File: src/rtl/fir_mac_sched_if.sv
// Sample-in / result-out handshakes plus shadow coefficient write port for fir_mac_sched.
// With FIR_SAT_EN defined the result side also carries sat_flag.
interface fir_mac_sched_if #(
  parameter int DW   = 8,
  parameter int CW   = 3,
  parameter int TAPS = 4
);
  logic                    in_valid;
  logic                    in_ready;
  logic [DW-1:0]           Din;
  logic                    out_valid;
  logic                    out_ready;
  logic [DW-1:0]           Dout;
  logic                    coef_we;
  logic [$clog2(TAPS)-1:0] coef_addr;
  logic [CW-1:0]           coef_wdata;
  logic                    coef_commit;
  logic                    busy;
`ifdef FIR_SAT_EN
  logic                    sat_flag;

  modport master (
    output in_valid, Din, out_ready, coef_we, coef_addr, coef_wdata, coef_commit,
    input  in_ready, out_valid, Dout, busy, sat_flag
  );

  modport slave (
    input  in_valid, Din, out_ready, coef_we, coef_addr, coef_wdata, coef_commit,
    output in_ready, out_valid, Dout, busy, sat_flag
  );
`else
  modport master (
    output in_valid, Din, out_ready, coef_we, coef_addr, coef_wdata, coef_commit,
    input  in_ready, out_valid, Dout, busy
  );

  modport slave (
    input  in_valid, Din, out_ready, coef_we, coef_addr, coef_wdata, coef_commit,
    output in_ready, out_valid, Dout, busy
  );
`endif
endinterface

File: src/rtl/fir_mac_sched.sv
// TAPS-tap FIR on one shared multiplier: one MAC per cycle, result TAPS edges after accept, held until out_ready.
// Shadow/active coefficient banks swap only on an accept edge; FIR_SAT_EN selects unsigned saturation plus sat_flag.
module fir_mac_sched #(
  parameter int DW   = 8,
  parameter int CW   = 3,
  parameter int TAPS = 4,
  parameter int AW   = DW + CW + $clog2(TAPS)
) (
  input logic           CLK,
  input logic           reset,
  fir_mac_sched_if.slave bus
);

  localparam int IW = $clog2(TAPS);
  localparam logic [IW-1:0] LAST = IW'(TAPS - 1);

  localparam logic [1:0] ST_IDLE = 2'd0;
  localparam logic [1:0] ST_MAC  = 2'd1;
  localparam logic [1:0] ST_OUT  = 2'd2;

  logic [1:0]    state;
  logic [IW-1:0] idx;
  logic [AW-1:0] acc;
  logic [DW-1:0] dl     [TAPS];
  logic [CW-1:0] shadow [TAPS];
  logic [CW-1:0] active [TAPS];
  logic          pending;
  logic [DW-1:0] dout_q;
  logic          ov_q;

  logic             accept;
  logic [DW+CW-1:0] prod;
  logic [AW-1:0]    sum;

  assign accept = bus.in_valid && (state == ST_IDLE);
  assign prod   = {{CW{1'b0}}, dl[idx]} * {{DW{1'b0}}, active[idx]};
  assign sum    = acc + AW'(prod);

`ifdef FIR_SAT_EN
  logic sat_q;
  logic over;
  assign over         = |sum[AW-1:DW];
  assign bus.sat_flag = sat_q;
`endif

  always_ff @(posedge CLK) begin
    if (reset) begin
      state   <= ST_IDLE;
      idx     <= '0;
      acc     <= '0;
      pending <= 1'b0;
      dout_q  <= '0;
      ov_q    <= 1'b0;
      for (int i = 0; i < TAPS; i++) begin
        dl[i]     <= '0;
        shadow[i] <= '0;
        active[i] <= '0;
      end
`ifdef FIR_SAT_EN
      sat_q <= 1'b0;
`endif
    end else begin
      if (bus.coef_we)
        shadow[bus.coef_addr] <= bus.coef_wdata;

      // A commit on the accept edge survives for the following sample.
      if (bus.coef_commit)
        pending <= 1'b1;
      else if (accept && pending)
        pending <= 1'b0;

      case (state)
        ST_IDLE: begin
          if (accept) begin
            for (int i = 0; i < TAPS - 1; i++)
              dl[i] <= dl[i+1];
            dl[TAPS-1] <= bus.Din;
            acc        <= '0;
            idx        <= '0;
            state      <= ST_MAC;
            if (pending)
              active <= shadow;
          end
        end
        ST_MAC: begin
          acc <= sum;
          idx <= idx + 1'b1;
          if (idx == LAST) begin
`ifdef FIR_SAT_EN
            dout_q <= over ? {DW{1'b1}} : sum[DW-1:0];
            sat_q  <= over;
`else
            dout_q <= sum[DW-1:0];
`endif
            ov_q  <= 1'b1;
            state <= ST_OUT;
          end
        end
        ST_OUT: begin
          if (bus.out_ready) begin
            ov_q  <= 1'b0;
            state <= ST_IDLE;
`ifdef FIR_SAT_EN
            sat_q <= 1'b0;
`endif
          end
        end
        default: state <= ST_IDLE;
      endcase
    end
  end

  assign bus.in_ready  = (state == ST_IDLE);
  assign bus.busy      = (state != ST_IDLE);
  assign bus.out_valid = ov_q;
  assign bus.Dout      = dout_q;

endmodule

File: src/flat_wrapper.sv
// flat-port wrapper written by rule: the top's interface ports become plain ports
module fir_mac_sched_flat 
#(
  parameter int DW   = 8,
  parameter int CW   = 3,
  parameter int TAPS = 4,
  parameter int AW   = DW + CW + $clog2(TAPS)
)
  (CLK, reset, bus_in_valid, bus_Din, bus_out_ready, bus_coef_we, bus_coef_addr, bus_coef_wdata, bus_coef_commit, bus_in_ready, bus_out_valid, bus_Dout, bus_busy);
  fir_mac_sched_if #(.DW(DW), .CW(CW), .TAPS(TAPS)) bus_i ();
  input logic CLK;
  input logic reset;
  input wire logic [$bits(bus_i.in_valid)-1:0] bus_in_valid;
  input wire logic [$bits(bus_i.Din)-1:0] bus_Din;
  input wire logic [$bits(bus_i.out_ready)-1:0] bus_out_ready;
  input wire logic [$bits(bus_i.coef_we)-1:0] bus_coef_we;
  input wire logic [$bits(bus_i.coef_addr)-1:0] bus_coef_addr;
  input wire logic [$bits(bus_i.coef_wdata)-1:0] bus_coef_wdata;
  input wire logic [$bits(bus_i.coef_commit)-1:0] bus_coef_commit;
  output wire logic [$bits(bus_i.in_ready)-1:0] bus_in_ready;
  output wire logic [$bits(bus_i.out_valid)-1:0] bus_out_valid;
  output wire logic [$bits(bus_i.Dout)-1:0] bus_Dout;
  output wire logic [$bits(bus_i.busy)-1:0] bus_busy;
  assign bus_i.in_valid = bus_in_valid;
  assign bus_i.Din = bus_Din;
  assign bus_i.out_ready = bus_out_ready;
  assign bus_i.coef_we = bus_coef_we;
  assign bus_i.coef_addr = bus_coef_addr;
  assign bus_i.coef_wdata = bus_coef_wdata;
  assign bus_i.coef_commit = bus_coef_commit;
  assign bus_in_ready = bus_i.in_ready;
  assign bus_out_valid = bus_i.out_valid;
  assign bus_Dout = bus_i.Dout;
  assign bus_busy = bus_i.busy;
  fir_mac_sched #(.DW(DW), .CW(CW), .TAPS(TAPS), .AW(AW)) u_core (.CLK(CLK), .reset(reset), .bus(bus_i));
endmodule
File: config.mk
export PLATFORM = sky130hd
export DESIGN_NAME = fir_mac_sched_flat
export DESIGN_NICKNAME = d
export VERILOG_FILES = /design/src/rtl/fir_mac_sched_if.sv /design/src/rtl/fir_mac_sched.sv /design/src/flat_wrapper.sv
export SDC_FILE = /design/constraint.sdc
export NUM_CORES = 1
export LEC_CHECK = 0
export BUFFER_PORTS_ARGS = -buffer_cell sky130_fd_sc_hd__buf_2
export CORE_MARGIN = 4
export CORE_UTILIZATION = 50
export CTS_CLUSTER_SIZE = 40
export DETAILED_ROUTE_END_ITERATION = 10
export PLACE_DENSITY = 0.68
export SYNTH_ARGS = -nofsm -noshare
export SYNTH_HDL_FRONTEND = slang
export SYNTH_SLANG_ARGS = --single-unit
File: constraint.sdc
create_clock -name CLK -period 10.8 [get_ports CLK]
set_input_delay 2.16 -clock CLK [delete_from_list [all_inputs] [get_ports CLK]]
set_output_delay 2.16 -clock CLK [all_outputs]
set_load 0.03 [all_outputs]
==> out/results.txt, run 1 <==
The part of the cycle the worst path needs is 0.3863, and the clock latency at the later pin of the worst-skew pair is 0.34 ns. For the cell area after placement, the log shows 4070 um^2. 30 I/O pins were placed. For the worst-case headroom to the max-slew limit, the log shows 0.4213.

The number of global-route vias before repair is 2,472, and the number of buffers inserted for hold repair after clock tree synthesis is 0. The flow ran to the end, and the final reports show no timing, DRC or antenna violations. The repair_antennas step left the layout with diodes totalling 0. Of all nets on the critical path, the largest fanout is 8. The quantity of gates resized following cts was 0. The fmax came out at 239.7 MHz. The fraction of layout instances using a drive strength above 1 was 0.1554. The number of instances in the synthesized netlist came out at 357.

Clock tree synthesis found a total of 80 sinks. The initial antenna violation count was 0; the number of buffers inserted during clock tree synthesis was 9. The clock passes through at most 2 buffers. The logs give 422 for the final-stage net count and 0 for the residual antenna-violating net count after detailed routing. The first global-routing pass estimated 11,270 um of wire.

The final standard cell utilization of the core came out at 0.5732. The run gives 0 as the number of max-slew violations in the final report. The net count of the mapped netlist is 397, and the number of setup buffers added after CTS is 0. After floorplanning, the core was divided into 31 placement rows. The mapped netlist covers 3885 um^2. Entering global routing, the biggest net connects 53 pins. The tools report the master cell of the clock root buffer as sky130_fd_sc_hd__clkbuf_8.

The tool flagged a number of max-cap violations equal to 0. Dividing the detail-routed wire length by the instance count gives 13.61 um. Leading cell type in the layout, fill and taps excluded: sky130_fd_sc_hd__dfxtp_1. The H-tree was split into 3 levels.

At the worst endpoint, the required time is 11.07 ns. Relative to the synthesized area, the layout overhead comes to 9.307%. The data arrival time at the worst-slack endpoint is 4.44 ns, and the leakage power total is 1.712 nW. Across the VDD grid, the largest voltage drop is 0.00009098 V. Across the routed clock network, the largest skew measured is 0.009874 ns. The mean number of vias per cell came out at 5.103. At the end of routability-driven placement, the weighted congestion stood at 0.7894. The floorplan step defined a die boundary enclosing 9244 um^2. The average footprint of a synthesized cell is 10.88 um^2, and the total setup violations reported at the end of the flow is 0. Summing over every cut layer, the via total after detailed routing is 2,475. The overall power of the completed layout is 0.5750 mW, and the number of detailed-route iterations in the first pass is 4. In this run the vertical extent of the chip is 96.15 um. The first routing iteration left 116 violations. The number of synthesized register bits works out to 80.

After layout, the minimum clock period comes to 4.172 ns. During synthesis, Yosys emitted a total of 0 warnings. The sequential share of the synthesized area was 0.4947. Once detailed placement completed, the half-perimeter wirelength came to 4663 um.

TritonCTS built the clock tree. In the layout the commonest cells are sky130_fd_sc_hd__dfxtp_1, sky130_fd_sc_hd__nand2_1, sky130_fd_sc_hd__and2_1. The overall die width came out at 96.15 um. The final wirelength is 6603 um, and the slew at the pin with the worst max-slew slack is 0.8681 ns. The kind of path behind the tightest hold check was reg -> reg. The floorplan step defined a core boundary enclosing 7408 um^2. The critical path in this run is classified as reg -> reg. The count of buffers added on input and output ports is 29.

The logs give 0 for the post-detailed-route DRC marker count and 0 for the final hold violation count. Clock-pin slew was measured on the worst setup and hold paths at 0.07 ns. Setup repair after global routing left no endpoint under its margin. The run gives 0 ns as the total negative slack for setup checks. After routing the design area is 4247 um^2. Yosys mapped the design onto 40 distinct sky130hd cell types. STA classifies the critical path startpoint as a flip-flop. The initial standard-cell utilization of the core was 0.5244. Dividing total power by cell area gives a power density of 135.4 nW/um^2. STA classifies the critical path endpoint as a flip-flop. The global router's overall resource usage came out at 0.1583. The overflow left after global routing was 0.
==> sequential cells by signal, indices dropped and copies added, names as in the netlist, named ones only <==
name and count:
u_core.bus.Dout 8, u_core.bus.out_valid 1, u_core.dl 32, u_core.acc 8
u_core.active 12, u_core.pending 1, u_core.idx 2, u_core.state 2
u_core.shadow 12
==> report_power, final <==
part           total (mW)  switching, mW  internal [mW]
combinational      0.0370         0.0215         0.0155
sequential          0.334        0.00763          0.327
clock               0.204          0.101          0.103
total               0.575          0.130          0.445
==> kinds of logic after synthesis <==
group                    count (synthesis)  share of synthesized area
AO/OA/AOI/OAI                           46                    0.07021
adder cells (fa/ha/maj)                 21                    0.08889
buffers and inverters                   38                    0.04574
flip-flops                              80                     0.4947
AND/OR/NAND/NOR                        141                     0.1820
multiplexers                            23                    0.09662
XOR/XNOR                                 8                    0.02190
==> area by class of cell <==
class	count	area, um^2
Timing Repair Buffer	31	160.2
Clock buffer	10	127.6
Inverter	21	78.83
Multi-Input combinational cell	239	1785
Sequential cell	80	1922
Fill cell	664	3162
Tap cell	99	123.9
Clock inverter	5	48.80
==> per-layer routing <==
layer | track usage | vias up | share of wire
met3 | 0.03831 | 6 | 0.034
met2 | 0.2680 | 33 | 0.50
met5 | 0 | - | 0
met4 | 0.05095 | 0 | 0.013
li1 | - | 1253 | -
met1 | 0.1986 | 1183 | 0.45
==> stage by stage <==
stage / hold WS (ns) / std cells / setup WS, ns
global route: 0.4695 / 485 / 6.443
CTS: 0.4556 / 485 / 6.607
floorplan: 0.4312 / 357 / 6.981
finish: 0.4542 / 485 / 6.628
global placement: 0.4407 / 470 / 6.743
detailed placement: 0.4441 / 470 / 6.672
==> worst max-delay path, stage by stage, from the launching register on <==
cell and delay [ns]:
sky130_fd_sc_hd__dfxtp_1 0.63, sky130_fd_sc_hd__mux4_2 0.60, sky130_fd_sc_hd__and2_2 0.20, sky130_fd_sc_hd__fa_1 0.53
sky130_fd_sc_hd__inv_1 0.05, sky130_fd_sc_hd__fa_1 0.49, sky130_fd_sc_hd__inv_1 0.04, sky130_fd_sc_hd__ha_1 0.32
sky130_fd_sc_hd__nor2b_1 0.14, sky130_fd_sc_hd__o21ai_1 0.19, sky130_fd_sc_hd__a21boi_2 0.09, sky130_fd_sc_hd__o21a_1 0.20
sky130_fd_sc_hd__or4_1 0.42, sky130_fd_sc_hd__o211ai_1 0.17
==> final timing paths <==
path	startpoint	slack, ns	endpoint	cells past startpoint
min reg2reg	u_core.active[0]	0.45	u_core.active[0]	2
max reg2reg	flip-flop	6.63	u_core.acc[7]	13
min	u_core.active[0]	0.45	u_core.active[0]	2
max	flip-flop	6.63	u_core.acc[7]	13
==> cells in the mapped netlist, drive strengths merged <==
| master | count | area share |
|---|---|---|
| o21a | 1 | 0.0019 |
| nand3 | 4 | 0.0052 |
| o21bai | 2 | 0.0039 |
| fa | 11 | 0.057 |
| o211ai | 2 | 0.0039 |
| nand2 | 48 | 0.048 |
| ha | 10 | 0.032 |
| xnor2 | 6 | 0.017 |
| xor2 | 2 | 0.0045 |
| clkbuf | 15 | 0.020 |
| a22oi | 4 | 0.0077 |
| a21boi | 1 | 0.0029 |
| a21oi | 27 | 0.035 |
| nand4b | 1 | 0.0023 |
| a21o | 1 | 0.0019 |
| nand2b | 3 | 0.0048 |
| or3 | 1 | 0.0016 |
| and3 | 1 | 0.0016 |
| o21ai | 3 | 0.0039 |
| nor2 | 29 | 0.028 |
| nor3b | 2 | 0.0039 |
| inv | 21 | 0.020 |
| mux2i | 12 | 0.031 |
| o31ai | 2 | 0.0039 |
| a211oi | 2 | 0.0039 |
| dfxtp | 48 | 0.25 |
| nor2b | 2 | 0.0032 |
| or4 | 1 | 0.0019 |
| and2 | 45 | 0.073 |
| mux4 | 11 | 0.066 |
| nand3b | 4 | 0.0077 |
| buf | 2 | 0.0058 |
| a31oi | 1 | 0.0016 |
| edfxtp | 32 | 0.25 |
Power figures use the tool's default switching activity.
==> inputs of run 2 (changes only) <==
ABC_AREA = 1   (was default)
PLACE_DENSITY = 0.71   (was 0.68)
clock period = 3.55 ns   (was 10.8 ns; I/O delays follow)
==> run 2 against run 1 <==
Net effect:
- register-to-register slack worse by 6.5 ns
- global-route usage is 1.8 points higher
- setup slack worse by 6.5 ns
- die area is 5.0% higher
- routed wire length is 31% higher
- combinational power grew to 7.4 times the previous value
- maximum frequency is 24% higher
- non-clock buffer count is 14 higher
- sequential share of layout area is 4.8 points lower
- critical path type unchanged
- largest cell class unchanged
==> out/results.txt, run 2 <==
The slowest stage of the critical path belongs to the cell sky130_fd_sc_hd__fa_1. The logs give 0.4541 ns (-0.00008900 ns) for the worst hold slack and 3.66 ns (-0.78 ns) for the data arrival time at the worst-slack endpoint. The overall power of the completed layout is 2.027 mW (+250%), and the slew at the pin with the worst max-slew slack is 0.5899 ns (-0.2782 ns).

The flow ran to the end, and the final reports show no timing, DRC or antenna violations. The library cells used most frequently in the layout, excluding fill and tap cells, are sky130_fd_sc_hd__nand2_1, sky130_fd_sc_hd__inv_1, sky130_fd_sc_hd__nor2_1. The critical path endpoint category is a flip-flop. The logs give 3,354 (+36%) for the overall via count from detail_route and 0.135 (+0.071) for the combinational share of power. The total of warnings raised by yosys is 0 (unchanged), and the clock latency at the later pin of the worst-skew pair is 0.35 ns (about the same).

The part of the cycle the worst path needs came out at 0.9502 (+0.5639). The kind of path behind the tightest hold check is reg -> reg. The last weighted congestion value of the routability-driven placer is 0.8417 (+6.6%), and the number of instances in the synthesized netlist is 511 (+43%).

The residual antenna-violating net count after detailed routing was 0 (unchanged). The number of buffers inserted for hold repair after clock tree synthesis was 0 (unchanged); the area of the placeable core was 7848 um^2 (+5.9%). The leading cell type in the layout, fill and taps excluded was sky130_fd_sc_hd__nand2_1. The final-stage net count was 592 (+40%). The final wirelength was 8631 um (+31%).

The pin count of the biggest net entering global routing was 33 (-38%); the required time of the worst setup path was 3.84 ns (-7.23 ns). The master cell of the clock root buffer is sky130_fd_sc_hd__clkbuf_8. The async set-or-reset flop fraction in the synthesized netlist is 0 (unchanged). The mean number of vias per cell was 5.090 (-0.27%). The logs give 32 (+3.2%) for the number of rows in the core area and 0.4690 (-0.02568) for the sequential share of the synthesized area.

The startpoint-to-endpoint class of the critical path is reg -> reg. The number of input and output port buffers inserted is 29 (unchanged), and the post-route cell area is 4763 um^2 (+12%). The register with the highest flop count was u_core.dl. For the full die area, the log shows 9708 um^2 (+5.0%).

The detailed router's first-iteration violation count is 202 (+74%), and the portion of total power attributed to the clock network is 0.356 (about the same). The fraction of layout instances using a drive strength above 1 was 0.2011 (+0.04564). The net count of the mapped netlist was 551 (+39%); the clock-pin transition on the worst setup and hold timing paths was 0.08 ns (about the same).

The instance count along the most critical hold path was 2 (unchanged). Number of sinks driven by the clock tree: 80 (unchanged). The first-pass GRT wire length was 14,120 um (+25%). After synthesis, the most frequently instantiated cells are sky130_fd_sc_hd__nand2_1, sky130_fd_sc_hd__inv_1, sky130_fd_sc_hd__nor2_1, sky130_fd_sc_hd__dfxtp_1, sky130_fd_sc_hd__a21oi_1. Overflow left after global routing: 0 (unchanged).

The I/O pin count was 30 (unchanged); the depth of the CTS H-tree was 3 (unchanged). The flip-flop count of the largest register after layout was 32 (unchanged). Summed over all instances, the cell type with the most area after synthesis is sky130_fd_sc_hd__dfxtp_1.

The number of max-slew violations in the final report is 0 (unchanged), and the max-cap violation count is 0 (unchanged). In the final layout, the registers with the most flip-flops are u_core.dl x32, u_core.active x12, u_core.shadow x12. Among all flip-flop cells after synthesis, the most frequent one is sky130_fd_sc_hd__dfxtp_1. The final hold violation count is 0 (unchanged), and the total standard cell area after synthesis is 4098 um^2 (+5.5%). The initial standard-cell utilization of the core is 0.5222 (-0.002243), and the number of detailed-route iterations in the first pass is 5 (+1).

The reported net switching power is 0.5374 mW (+310%). For the number of global-route vias before repair, the log shows 3,162 (+28%). The worst reg2reg path depth is 14 (+1). The register share of total power is 0.509 (-0.072), and the total negative slack for setup checks is 0 ns (unchanged).

The average footprint of a synthesized cell is 8.019 um^2 (-26%). The detailed-route wire length per cell is 13.10 um (-3.8%). The number of placed instances with taps included is 632 (+34%).

The highest fanout seen on the critical path works out to 7 (-1). The run gives 29 (-28%) as the count of different cell masters after synthesis. Among all cell types in the netlist, the one instantiated most often is sky130_fd_sc_hd__nand2_1.

The tools report the leakage power total as 2.060 nW (+20%). For the total setup violations reported at the end of the flow, the log shows 0 (unchanged). Traced cell by cell, the critical path runs through clkinvlp_4 > o211ai_1 > nand2_1 > nor2_1 > fa_1 > fa_1 > ha_1 > nand2_1 > or2_2 > nand3b_1 > nand3_1 > nand3_1 > nand3_2 > a21oi_2.

The switching part of the total was 0.2651 (+0.03970). The area share of the leading cell type in the synthesized netlist is 0.2345 (-0.01284), and the y dimension of the die is 98.53 um (+2.5%). Cell area after placement: 4325 um^2 (+6.3%). From synthesis to final layout, the design area changed by 16.24%. The fmax is 296.4 MHz (+24%), and the number of synthesized register bits is 80 (unchanged). TritonCTS built the clock tree. Initial antenna violation count: 0 (unchanged). The overall die width works out to 98.53 um (+2.5%).

For the clock tree buffer depth, the log shows 2 (unchanged). Final instance count without filler cells: 659 (+36%). For the peak ir drop on the vdd network, the log shows 0.0002473 V (+170%). The number of buffers inserted during clock tree synthesis came out at 9 (unchanged).

The startpoint type of the worst setup path was a flip-flop. The run gives 0.1764 (+0.01811) as the global router's overall resource usage. The final critical path time including I/O delays and setup is 3.373 ns (-0.7986 ns). The logs give 0 (unchanged) for the post-detailed-route DRC marker count and 5841 um (+25%) for the HPWL after detailed placement.

The cell-internal power is 1.489 mW (+230%). In the post-synthesis netlist, the biggest area contributors are sky130_fd_sc_hd__dfxtp_1, sky130_fd_sc_hd__edfxtp_1, sky130_fd_sc_hd__nand2_1. The number of synthesized flops with an enable pin is 32 (unchanged), and the worst-case headroom to the max-slew limit is 0.6063 (+0.1850).

The power per cell area was 425.5 nW/um^2 (+210%); the stage delay of the slowest cell on the critical path was 0.48 ns (-0.15 ns). The tools report the final setup skew as 0.005912 ns (-0.003961 ns). For the antenna diode instance count, the log shows 0 (unchanged).
[run 2: power by group through the flow]
| stage | clock [mW] | combinational [mW] | sequential (mW) |
|---|---|---|---|
| after global routing | 0.776 | 0.309 | 1.04 |
| after CTS | 0.733 | 0.241 | 1.03 |
| final | 0.722 | 0.274 | 1.03 |
| after floorplan | 0 | 0.179 | 1.04 |
| after global placement | 0 | 0.228 | 1.05 |
| after detailed placement | 0 | 0.237 | 1.05 |
[run 2: layer usage]
| metal | part of all wire | vias to the layer above | global-route usage |
|---|---|---|---|
| li1 | - | 1701 | - |
| met1 | 0.44 | 1559 | 0.2178 |
| met2 | 0.51 | 79 | 0.3068 |
| met3 | 0.038 | 15 | 0.04105 |
| met4 | 0.018 | 0 | 0.05357 |
| met5 | 0 | - | 0 |
[run 2: layout make-up]
class | instances | area (um^2)
timing repair inverter | 1 | 7.507
tap | 102 | 127.6
sequential | 80 | 1929
timing repair buffer | 45 | 279.0
fill | 713 | 3084
clock buffer | 12 | 167.7
clock inverter | 4 | 48.80
multi-input combinational | 335 | 1891
inverter | 80 | 312.8
[run 2: logic make-up after synthesis]
kind of cell             Yosys count  share of synthesized area
AND/OR/NAND/NOR                  228                     0.2308
buffers and inverters             96                    0.09527
AO/OA/AOI/OAI                     80                     0.1078
flip-flops                        80                     0.4690
adder cells (fa/ha/maj)           21                    0.08427
XOR/XNOR                           6                    0.01282
[run 2: per-stage QoR]
stage            util  worst slack (ns)
6_report       0.6070            0.1767
5_1_grt        0.6070          -0.03766
4_1_cts        0.5840           0.03246
3_5_place_dp   0.5512          0.005800
3_3_place_gp   0.5512            0.1447
2_1_floorplan       -            0.2391
[run 2: timing repair]
item / CTS / global route
endpoints found under the setup margin: 1 / 7
pin swaps: 0 / 14
gates resized for setup: 2 / 40
gates cloned: 0 / 1
buffers inserted: 4 / 6
[run 2: worst max-delay path: cells and delay by family (launching register included)]
| kind | cells | cell delay [ns] |
|---|---|---|
| adder cells (fa/ha/maj) | 3 | 1.28 |
| AND/OR/NAND/NOR | 8 | 1.04 |
| flip-flops | 1 | 0.40 |
| AO/OA/AOI/OAI | 2 | 0.40 |
| buffers and inverters | 1 | 0.18 |
[run 2: worst paths after layout]
path | end | start | slack, ns
hold reg to reg | u_core.shadow[1] | u_core.shadow[1] | 0.45
setup reg to reg | u_core.acc[7] | flip-flop | 0.18
setup / recovery | u_core.acc[7] | flip-flop | 0.18
hold / removal | u_core.shadow[1] | u_core.shadow[1] | 0.45
